File: src/rtl/router_pkg.sv
// Shared router definitions: framing state encoding, size-field mask,
// packet header/trailer byte counts and the trusted-source IDs used by
// the receiver. No ports; imported by the per-port buffer logic.
package router_pkg;

  // Position of the head byte within the current packet.
  typedef enum logic [2:0] {
    FR_SRC  = 3'd0,
    FR_DST  = 3'd1,
    FR_SIZE = 3'd2,
    FR_DATA = 3'd3,
    FR_CRC  = 3'd4
  } frame_state_e;

  // Only the low three bits of the size byte carry the data length.
  localparam logic [2:0] SIZE_MASK = 3'b111;

  localparam int HDR_BYTES = 3;
  localparam int CRC_BYTES = 1;

  // Source IDs the receiver accepts without further checks.
  localparam logic [7:0] TS1 = 8'h01;
  localparam logic [7:0] TS2 = 8'h02;
  localparam logic [7:0] TS3 = 8'h03;

  // Total bytes in a packet given its size byte (5..12).
  function automatic logic [3:0] pkt_total_bytes(input logic [7:0] size_byte);
    return {1'b0, size_byte[2:0] & SIZE_MASK} + 4'(HDR_BYTES + CRC_BYTES + 1);
  endfunction

endpackage

File: src/rtl/pkt_frame_tracker.sv
// Read-side framing tracker. Follows the popped byte stream through
// SRC/DST/SIZE/DATA/CRC, accumulating an XOR checksum over every byte
// before the CRC byte.
// Ports:
//   clk1, rst        clock, async active-low reset
//   pop              accepted pop of the head byte
//   dout, dout_valid head byte and its valid flag
//   sop, eop         head byte is first / last byte of its packet
//   crc_err          one-cycle pulse after popping a CRC byte that mismatched
module pkt_frame_tracker
  import router_pkg::*;
(
  input  logic       clk1,
  input  logic       rst,
  input  logic       pop,
  input  logic [7:0] dout,
  input  logic       dout_valid,
  output logic       sop,
  output logic       eop,
  output logic       crc_err
);

  frame_state_e state_q, state_d;
  logic [2:0]   k_q, k_d;
  logic [7:0]   chk_q, chk_d;
  logic         crc_err_q, crc_err_d;

  // Next framing state, remaining-data counter and running checksum.
  always_comb begin
    state_d   = state_q;
    k_d       = k_q;
    chk_d     = chk_q;
    crc_err_d = 1'b0;
    if (pop) begin
      case (state_q)
        FR_SRC: begin
          chk_d   = dout;
          state_d = FR_DST;
        end
        FR_DST: begin
          chk_d   = chk_q ^ dout;
          state_d = FR_SIZE;
        end
        FR_SIZE: begin
          chk_d   = chk_q ^ dout;
          k_d     = dout[2:0] & SIZE_MASK;
          state_d = FR_DATA;
        end
        FR_DATA: begin
          chk_d = chk_q ^ dout;
          if (k_q == 3'd0) begin
            state_d = FR_CRC;
          end else begin
            k_d = k_q - 3'd1;
          end
        end
        FR_CRC: begin
          crc_err_d = (dout != chk_q);
          state_d   = FR_SRC;
        end
        default: begin
          state_d = FR_SRC;
        end
      endcase
    end else begin
      state_d = state_q;
    end
  end

  // Framing registers.
  always_ff @(posedge clk1 or negedge rst) begin
    if (!rst) begin
      state_q   <= FR_SRC;
      k_q       <= 3'd0;
      chk_q     <= 8'h00;
      crc_err_q <= 1'b0;
    end else begin
      state_q   <= state_d;
      k_q       <= k_d;
      chk_q     <= chk_d;
      crc_err_q <= crc_err_d;
    end
  end

  // sop stays high while idle so the tracker's position is visible even
  // with nothing buffered; eop only marks a real head byte.
  assign sop     = (state_q == FR_SRC);
  assign eop     = (state_q == FR_CRC) && dout_valid;
  assign crc_err = crc_err_q;

endmodule

File: src/rtl/port_packet_fifo.sv
// Per-output-port packet buffer: single-clock FIFO with first-word-fall-through
// read side plus a packet framing tracker on the popped stream.
// Ports:
//   clk1, rst            clock, async active-low reset
//   winc, wdata, wfull   write side from the packet receiver
//   rd_en                pop strobe from the port transmitter
//   dout, dout_valid     head byte (zero read latency) and non-empty flag
//   sop, eop, crc_err    framing markers / checksum error pulse
//   overflow             sticky: a write was attempted while full
//   fill                 current occupancy 0..DEPTH
module port_packet_fifo
  import router_pkg::*;
#(
  parameter int DEPTH = 16,
  parameter int AW    = 4
) (
  input  logic          clk1,
  input  logic          rst,
  input  logic          winc,
  input  logic [7:0]    wdata,
  output logic          wfull,
  input  logic          rd_en,
  output logic [7:0]    dout,
  output logic          dout_valid,
  output logic          sop,
  output logic          eop,
  output logic          crc_err,
  output logic          overflow,
  output logic [AW:0]   fill
);

  localparam logic [AW:0]   FULL_CNT = (AW + 1)'(DEPTH);
  localparam logic [AW:0]   CNT_ONE  = (AW + 1)'(1);
  localparam logic [AW-1:0] PTR_ONE  = AW'(1);

  logic [7:0]    mem_q [DEPTH];
  logic [7:0]    mem_d [DEPTH];
  logic [AW-1:0] wp_q, wp_d, rp_q, rp_d;
  logic [AW:0]   count_q, count_d;
  logic          overflow_q, overflow_d;
  logic          full_s, wr_ok_s, rd_ok_s;

  assign full_s  = (count_q == FULL_CNT);
  assign wr_ok_s = winc && !full_s;
  assign rd_ok_s = rd_en && (count_q != '0);

  // Next storage, pointer, occupancy and overflow values.
  always_comb begin
    mem_d = mem_q;
    if (wr_ok_s) begin
      mem_d[wp_q] = wdata;
      wp_d        = wp_q + PTR_ONE;
    end else begin
      wp_d = wp_q;
    end
    if (rd_ok_s) begin
      rp_d = rp_q + PTR_ONE;
    end else begin
      rp_d = rp_q;
    end
    case ({wr_ok_s, rd_ok_s})
      2'b10:   count_d = count_q + CNT_ONE;
      2'b01:   count_d = count_q - CNT_ONE;
      default: count_d = count_q;
    endcase
    overflow_d = overflow_q | (winc && full_s);
  end

  // FIFO state registers; the array is cleared so dout reads 0 after reset.
  always_ff @(posedge clk1 or negedge rst) begin
    if (!rst) begin
      for (int i = 0; i < DEPTH; i++) begin
        mem_q[i] <= 8'h00;
      end
      wp_q       <= '0;
      rp_q       <= '0;
      count_q    <= '0;
      overflow_q <= 1'b0;
    end else begin
      mem_q      <= mem_d;
      wp_q       <= wp_d;
      rp_q       <= rp_d;
      count_q    <= count_d;
      overflow_q <= overflow_d;
    end
  end

  assign dout       = mem_q[rp_q];
  assign dout_valid = (count_q != '0);
  assign wfull      = full_s;
  assign fill       = count_q;
  assign overflow   = overflow_q;

  pkt_frame_tracker u_tracker (
    .clk1       (clk1),
    .rst        (rst),
    .pop        (rd_ok_s),
    .dout       (dout),
    .dout_valid (dout_valid),
    .sop        (sop),
    .eop        (eop),
    .crc_err    (crc_err)
  );

endmodule

File: config.mk
export PLATFORM = sky130hd
export DESIGN_NAME = port_packet_fifo
export DESIGN_NICKNAME = d
export VERILOG_FILES = /design/src/rtl/router_pkg.sv /design/src/rtl/pkt_frame_tracker.sv /design/src/rtl/port_packet_fifo.sv
export SDC_FILE = /design/constraint.sdc
export NUM_CORES = 1
export LEC_CHECK = 0
export CAP_MARGIN = 15
export CORE_MARGIN = 10
export CORE_UTILIZATION = 60
export CTS_CLUSTER_SIZE = 14
export DETAILED_ROUTE_END_ITERATION = 10
export PLACE_DENSITY = 0.79
export SETUP_SLACK_MARGIN = 0.15
export SYNTH_ARGS = -nofsm -noshare
export SYNTH_HDL_FRONTEND = slang
export SYNTH_SLANG_ARGS = --single-unit
File: constraint.sdc
create_clock -name clk1 -period 5.1 [get_ports clk1]
set_clock_uncertainty 0.1 [all_clocks]
set_input_delay 0.51 -clock clk1 [delete_from_list [all_inputs] [get_ports clk1]]
set_output_delay 0.51 -clock clk1 [all_outputs]
set_load 0.05 [all_outputs]
# Word level (Yosys, flattened, before mapping)
# Index checks and enable logic that the tools add are counted.
[classes] n_addsub=5 n_lt_le_gt_ge=3 n_eq_ne=10 muxes=14 n_bitwise=4 n_reduce_logical=16
[ops] cell="bitwise mux 128 bit" n=1
[ops] cell="binary-select mux 8 bit (select 4 bit)" n=1
[ops] cell="demux 8 bit (select 4 bit)" n=1
[ops] cell="2-to-1 mux 8 bit" n=3
[ops] cell="one-hot mux 8 bit (2 select lines)" n=1
[ops] cell="one-hot mux 3 bit (4 select lines)" n=1
[ops] cell="greater-or-equal comparator 5 bit, second input constant" n=2
[ops] cell="NOT 4 -> 5 bit" n=2
[ops] cell="one-hot mux 5 bit (2 select lines)" n=1
[ops] cell="adder 4 x 1 -> 4 bit, second input constant" n=2
[ops] cell="inequality test 8 bit" n=1
[ops] cell="XOR 8 bit" n=1
[ops] cell="equality test 3 x 2 -> 1 bit, second input constant" n=2
[ops] cell="logical NOT 3 bit" n=2
[ops] cell="2-to-1 mux 3 bit" n=2
[ops] cell="one-hot mux 3 bit (2 select lines)" n=1
[ops] cell="nonzero test 2 bit" n=3
[ops] cell="adder 5 x 1 -> 5 bit, second input constant" n=1
[ops] cell="equality test 5 bit, second input constant" n=1
[ops] cell="logical AND 1 bit" n=5
[ops] cell="< comparator 5 x 1 -> 1 bit, second input constant" n=1
[ops] cell="nonzero test 5 bit" n=1
[ops] cell="subtractor 5 x 1 -> 5 bit, second input constant" n=1
[ops] cell="AND reduction 2 bit" n=2
[ops] cell="12 further kinds" n=13
[totals] reg_bits=157 input_bits=12 out_inout_bits=19 wordCells=76

# Longest topological paths before layout
[depth] ltp_word=7 ltp_mapped=17 ltp_nobuf=13

# By module
# Synthesis repeated with hierarchy kept, for this count alone.
[unflattened] cells_unflattened=553 hier_area_um2=7791.2
[by_module_without_submodules] mod="port_packet_fifo" n_inst=1 cells_per_inst=459 area_per_inst_um2=6882.9 seq_area_each_um2=3553.4
[by_module_without_submodules] mod="pkt_frame_tracker" n_inst=1 cells_per_inst=94 area_per_inst_um2=908.4 seq_area_each_um2=375.4

# Worst setup path after synthesis
# No wires, ideal clock.
[synth_path] kind="reg2reg" from="register count_q[1] (netlist: fill[1])" to="register count_q[4] (netlist: fill[4])" setup_ps=147 arrival_time_ps=3237 required_time_ps=4853 path_slack_ps=1617 stages_incl_launch_ff=15 n_path_buf=2 synth_period_minus_slack_ps=3483 cell_sequence="dfrtp_1 buf_2 or4_1 o21ai_2 inv_1 ha_1 clkbuf_1 xor2_1 ha_1 o21a_1 o21ai_0 o21bai_1 xnor2_1 nor2_1 xor2_1"
[synth_via] word_cells_on_any_way=11 classes_between="add/sub (2); eq/ne (3); mux (1); reduce/logical (5)"
[synth_rtl] element="from (decl)" line="port_packet_fifo.sv:39" source="logic [AW:0] count_q, count_d;"
[synth_rtl] element="from (signal assigned)" line="port_packet_fifo.sv:83" source="count_q <= count_d;"
[synth_rtl] element="nonzero test 5 bit *" line="port_packet_fifo.sv:45" source="assign rd_ok_s = rd_en && (count_q != '0);"
[synth_rtl] element="logical AND 1 bit *" line="port_packet_fifo.sv:45"
[synth_rtl] element="named net rd_ok_s" line="port_packet_fifo.sv:41" source="logic full_s, wr_ok_s, rd_ok_s;"
[synth_rtl] element="equality test 2 x 1 -> 1 bit / equality test 2 bit (equally long branches)" line="port_packet_fifo.sv:61" source="case ({wr_ok_s, rd_ok_s})"
[synth_rtl] element="one-hot mux 5 bit (2 select lines) / nonzero test 2 bit (equally long branches)"
# The timed path passes the listed nets; every way through them passes the cells marked *.
# A chain may end at the register's enable or synchronous reset.

# Final worst setup path
[layout_path] from="register rp_q[1]" to="output port dout[1]"
[layout_via] elab_chain_cells=4
[layout_lines] element="from (decl)" line="port_packet_fifo.sv:38" source="logic [AW-1:0] wp_q, wp_d, rp_q, rp_d;"
[layout_lines] element="from (signal assigned)" line="port_packet_fifo.sv:82" source="rp_q <= rp_d;"
[layout_lines] element="NOT 4 -> 5 bit (implied by the code)" line="port_packet_fifo.sv:88" source="assign dout = mem_q[rp_q];"
[layout_lines] element="binary-select mux 8 bit (select 4 bit)" line="port_packet_fifo.sv:88"
[layout_lines] element="2-to-1 mux 8 bit (implied by the code) (2 in a row)" line="port_packet_fifo.sv:88"
[layout_lines] element="to (decl)" line="port_packet_fifo.sv:23" source="output logic [7:0] dout,"
# Every way passes these cells. The select of a mux whose other input is x is not followed.

==> results_dict.tcl <==
set metrics [dict create \
    cts-root-buf "clkbuf_16" \
    hold_viol_final 0 \
    fin_crit_ps 3950 \
    power.leakage_nw 3.87 \
    ir_worst_vdd_mv 0.496 \
    final_area_um2 8780 \
    n_antenna_cell 0 \
    start_util 0.614 \
    fillers 874 \
    synth_seq_area_share 0.505 \
    cts_tree "yes" \
    yosys.area.top_type "dfrtp_1" \
    synth_flop_cell "dfrtp_1" \
    fp.dieW_um 134 \
    routed_wl_um 16800 \
    cp_top_family "buffers and inverters" \
    clk_latency_ps 430 \
    die_area_um2 17900 \
    maxCapViolCount 0 \
    drive_gt1_frac 0.356 \
    syn_nets 603 \
    min_period_over_period 0.774 \
    cts_buffer_depth 2 \
    postCtsSetupRepairBufs 0 \
    slew_violations 0 \
    critPathMaxStageDelay_ps 880 \
    max_freq_mhz 253 \
    io_buffers 30 \
    grt_overflow_total 0 \
    crit_type "reg2out" \
    grt_pass1_vias 5049 \
    layout.nets 621 \
    crit_arrival_ps 3340 \
    drtPass1Iterations 5 \
    ant_nets 0 \
    post_cts_hold_buffer_count 0 \
    synth-async-reset-ratio 1.00 \
    netlist_instances 580 \
    utilization 0.693 \
    cp-end-kind "output pin" \
    worstHoldPathType "in2async" \
    clk_pin_slew_worst_paths_ps 60 \
    syn_area_per_cell_um2 13.4 \
    vias_per_cell 6.13 \
    cp.required_ps 4490 \
    setup_viol 0 \
    cts_made_buffers 17 \
    relSlewSlack 0.289 \
    routedWlPerCell_um 21.5 \
    num_rows 41 \
    grt_usage 0.192 \
    rsz0062_at_grt "false" \
    ys_ff_latch 157 \
    cts_num_sinks 157 \
    outcome "finished, final reports clean" \
    multi_input_area_um2 3580 \
    ff_latch_area_um2 3930 \
    cp_slowest_cell "clkdlybuf4s50_1" \
    pin_count 31 \
    drc_errors 0 \
    core_area_um2 12700 \
    netlist_top_cells_area "dfrtp_1 50%, mux2_2 21%, mux4_2 4.3%, mux4_1 3.0%, mux2i_1 1.9%" \
    dp_hpwl_um 10600 \
    ys_warn_count 0 \
    drt_iter0_drc 506 \
    placed_cell_area_um2 8140 \
    power_density_nw_per_um2 764 \
    routabilityCongestion 0.810 \
    synth_edf_count 0 \
    grt_pass1_wl_um 27100 \
    path_cells "buf_4 > mux2i_1 > a22o_1 > or2_2 > o21ai_1 > clkdlybuf4s50_1" \
    cp-start-kind "flip-flop" \
    layout-area-overhead-vs-synth_pct 12.9 \
    tightest_slew_ps 1070 \
    antenna_found_initial 0 \
    syn-cell-area_um2 7780 \
    via_count 4795 \
    htree_levels 4 \
    ys_types 51 \
    netlist.area_leader.share 0.505 \
    rrSetupSlack_ps 1670 \
    chipHeight_um 134 \
    cts_resized 0 \
    design_power_total_w 0.00671 \
    grt_max_degree 118 \
    path_buf_inv 2 \
    fin_tns_setup_ps 0 \
    crit_path_max_fanout 16 \
]
[state kept, by name, summed over array words and instances (netlist names), 3 cells and up]
signal and flops:
fill 5, mem_q 128, rp_q 4, u_tracker.chk_q 8, u_tracker.k_q 3, u_tracker.state_q 3, wp_q 4
[worst paths after layout]
check,startpoint,end,cells past startpoint
setup / recovery,rp_q[1],dout[1],6
hold / removal,rst,fill[3],1
setup reg to reg,fill[1],fill[4],12
hold reg to reg,overflow,overflow,1
max in group asynchronous,rst,mem_q[124],2
min in group clk1,overflow,overflow,1
[power breakdown]
part / internal [W] / switching, W / leakage, nW
combinational: 0.00146 / 0.00158 / 1.63
clock: 0.000867 / 0.000516 / 0.309
sequential: 0.00185 / 0.000438 / 1.93
[kinds of logic after synthesis]
family,count (synthesis),share of synthesized area
compound gates,68,0.0577
xor+xnor,20,0.0225
fa+ha+maj,11,0.0177
buf+inv,55,0.0352
flops,157,0.505
mux,183,0.301
simple gates,86,0.0606
[metal layers]
metal,up-vias,GRT usage,wire length [um]
met4,0,0.0550,172
met2,133,0.315,8230
li1,2158,-,-
met5,-,0,0
met3,22,0.0553,946
met1,2482,0.244,7430
[Yosys cell counts, types with 2 or more instances]
| cell | count |
|---|---|
| mux2_2 | 144 |
| mux4_2 | 15 |
| a22o_1 | 5 |
| o21ai_0 | 15 |
| buf_2 | 9 |
| buf_1 | 4 |
| and3_1 | 2 |
| ha_1 | 11 |
| xor2_1 | 8 |
| nand3_1 | 2 |
| a21oi_1 | 15 |
| nor2_1 | 18 |
| a22oi_1 | 4 |
| or2_2 | 4 |
| buf_12 | 2 |
| a211oi_1 | 3 |
| mux2i_1 | 15 |
| clkbuf_1 | 17 |
| nor2b_1 | 4 |
| nor4_1 | 3 |
| buf_6 | 2 |
| inv_1 | 18 |
| o21ai_2 | 3 |
| nand4_1 | 6 |
| mux4_1 | 9 |
| xnor2_1 | 12 |
| nand2b_1 | 4 |
| o221ai_1 | 2 |
| o211ai_1 | 2 |
| dfrtp_1 | 157 |
| a21o_1 | 3 |
| nand2_1 | 26 |
| o21a_1 | 2 |
| nor3_1 | 2 |
| nand3_2 | 11 |
| o22ai_1 | 6 |
[layout make-up]
cell class,instances,share of cell area
flip-flops and latches,157,0.447
multi-input cells,368,0.408
clock buffers,17,0.0484
repair buffers,36,0.0395
clock inverters,14,0.0249
well taps,172,0.0245
inverters,18,0.00769
[metrics by stage]
stage | worst slack [ps] | cells | hold WS, ps
after floorplan | 1620 | 580 | 114
after global placement | 1620 | 751 | 338
after detailed placement | 1630 | 751 | 360
after CTS | 1160 | 782 | 178
after global routing | 954 | 782 | 221
final | 1150 | 782 | 101
[layout by cell type (no fill, tap or decap), drive strengths merged, types with 5 or more instances in the layout]
cell type,instances
dfrtp,157
mux2,144
clkdlybuf4s50,29
nand2,26
mux4,24
inv,19
o21ai,19
nor2,18
clkbuf,17
mux2i,15
a21oi,15
nand3,13
xnor2,12
ha,11
xor2,8
buf,7
o22ai,6
nand4,6
clkinv,6
a22o,5
bufinv,5
Power figures use the tool's default switching activity.
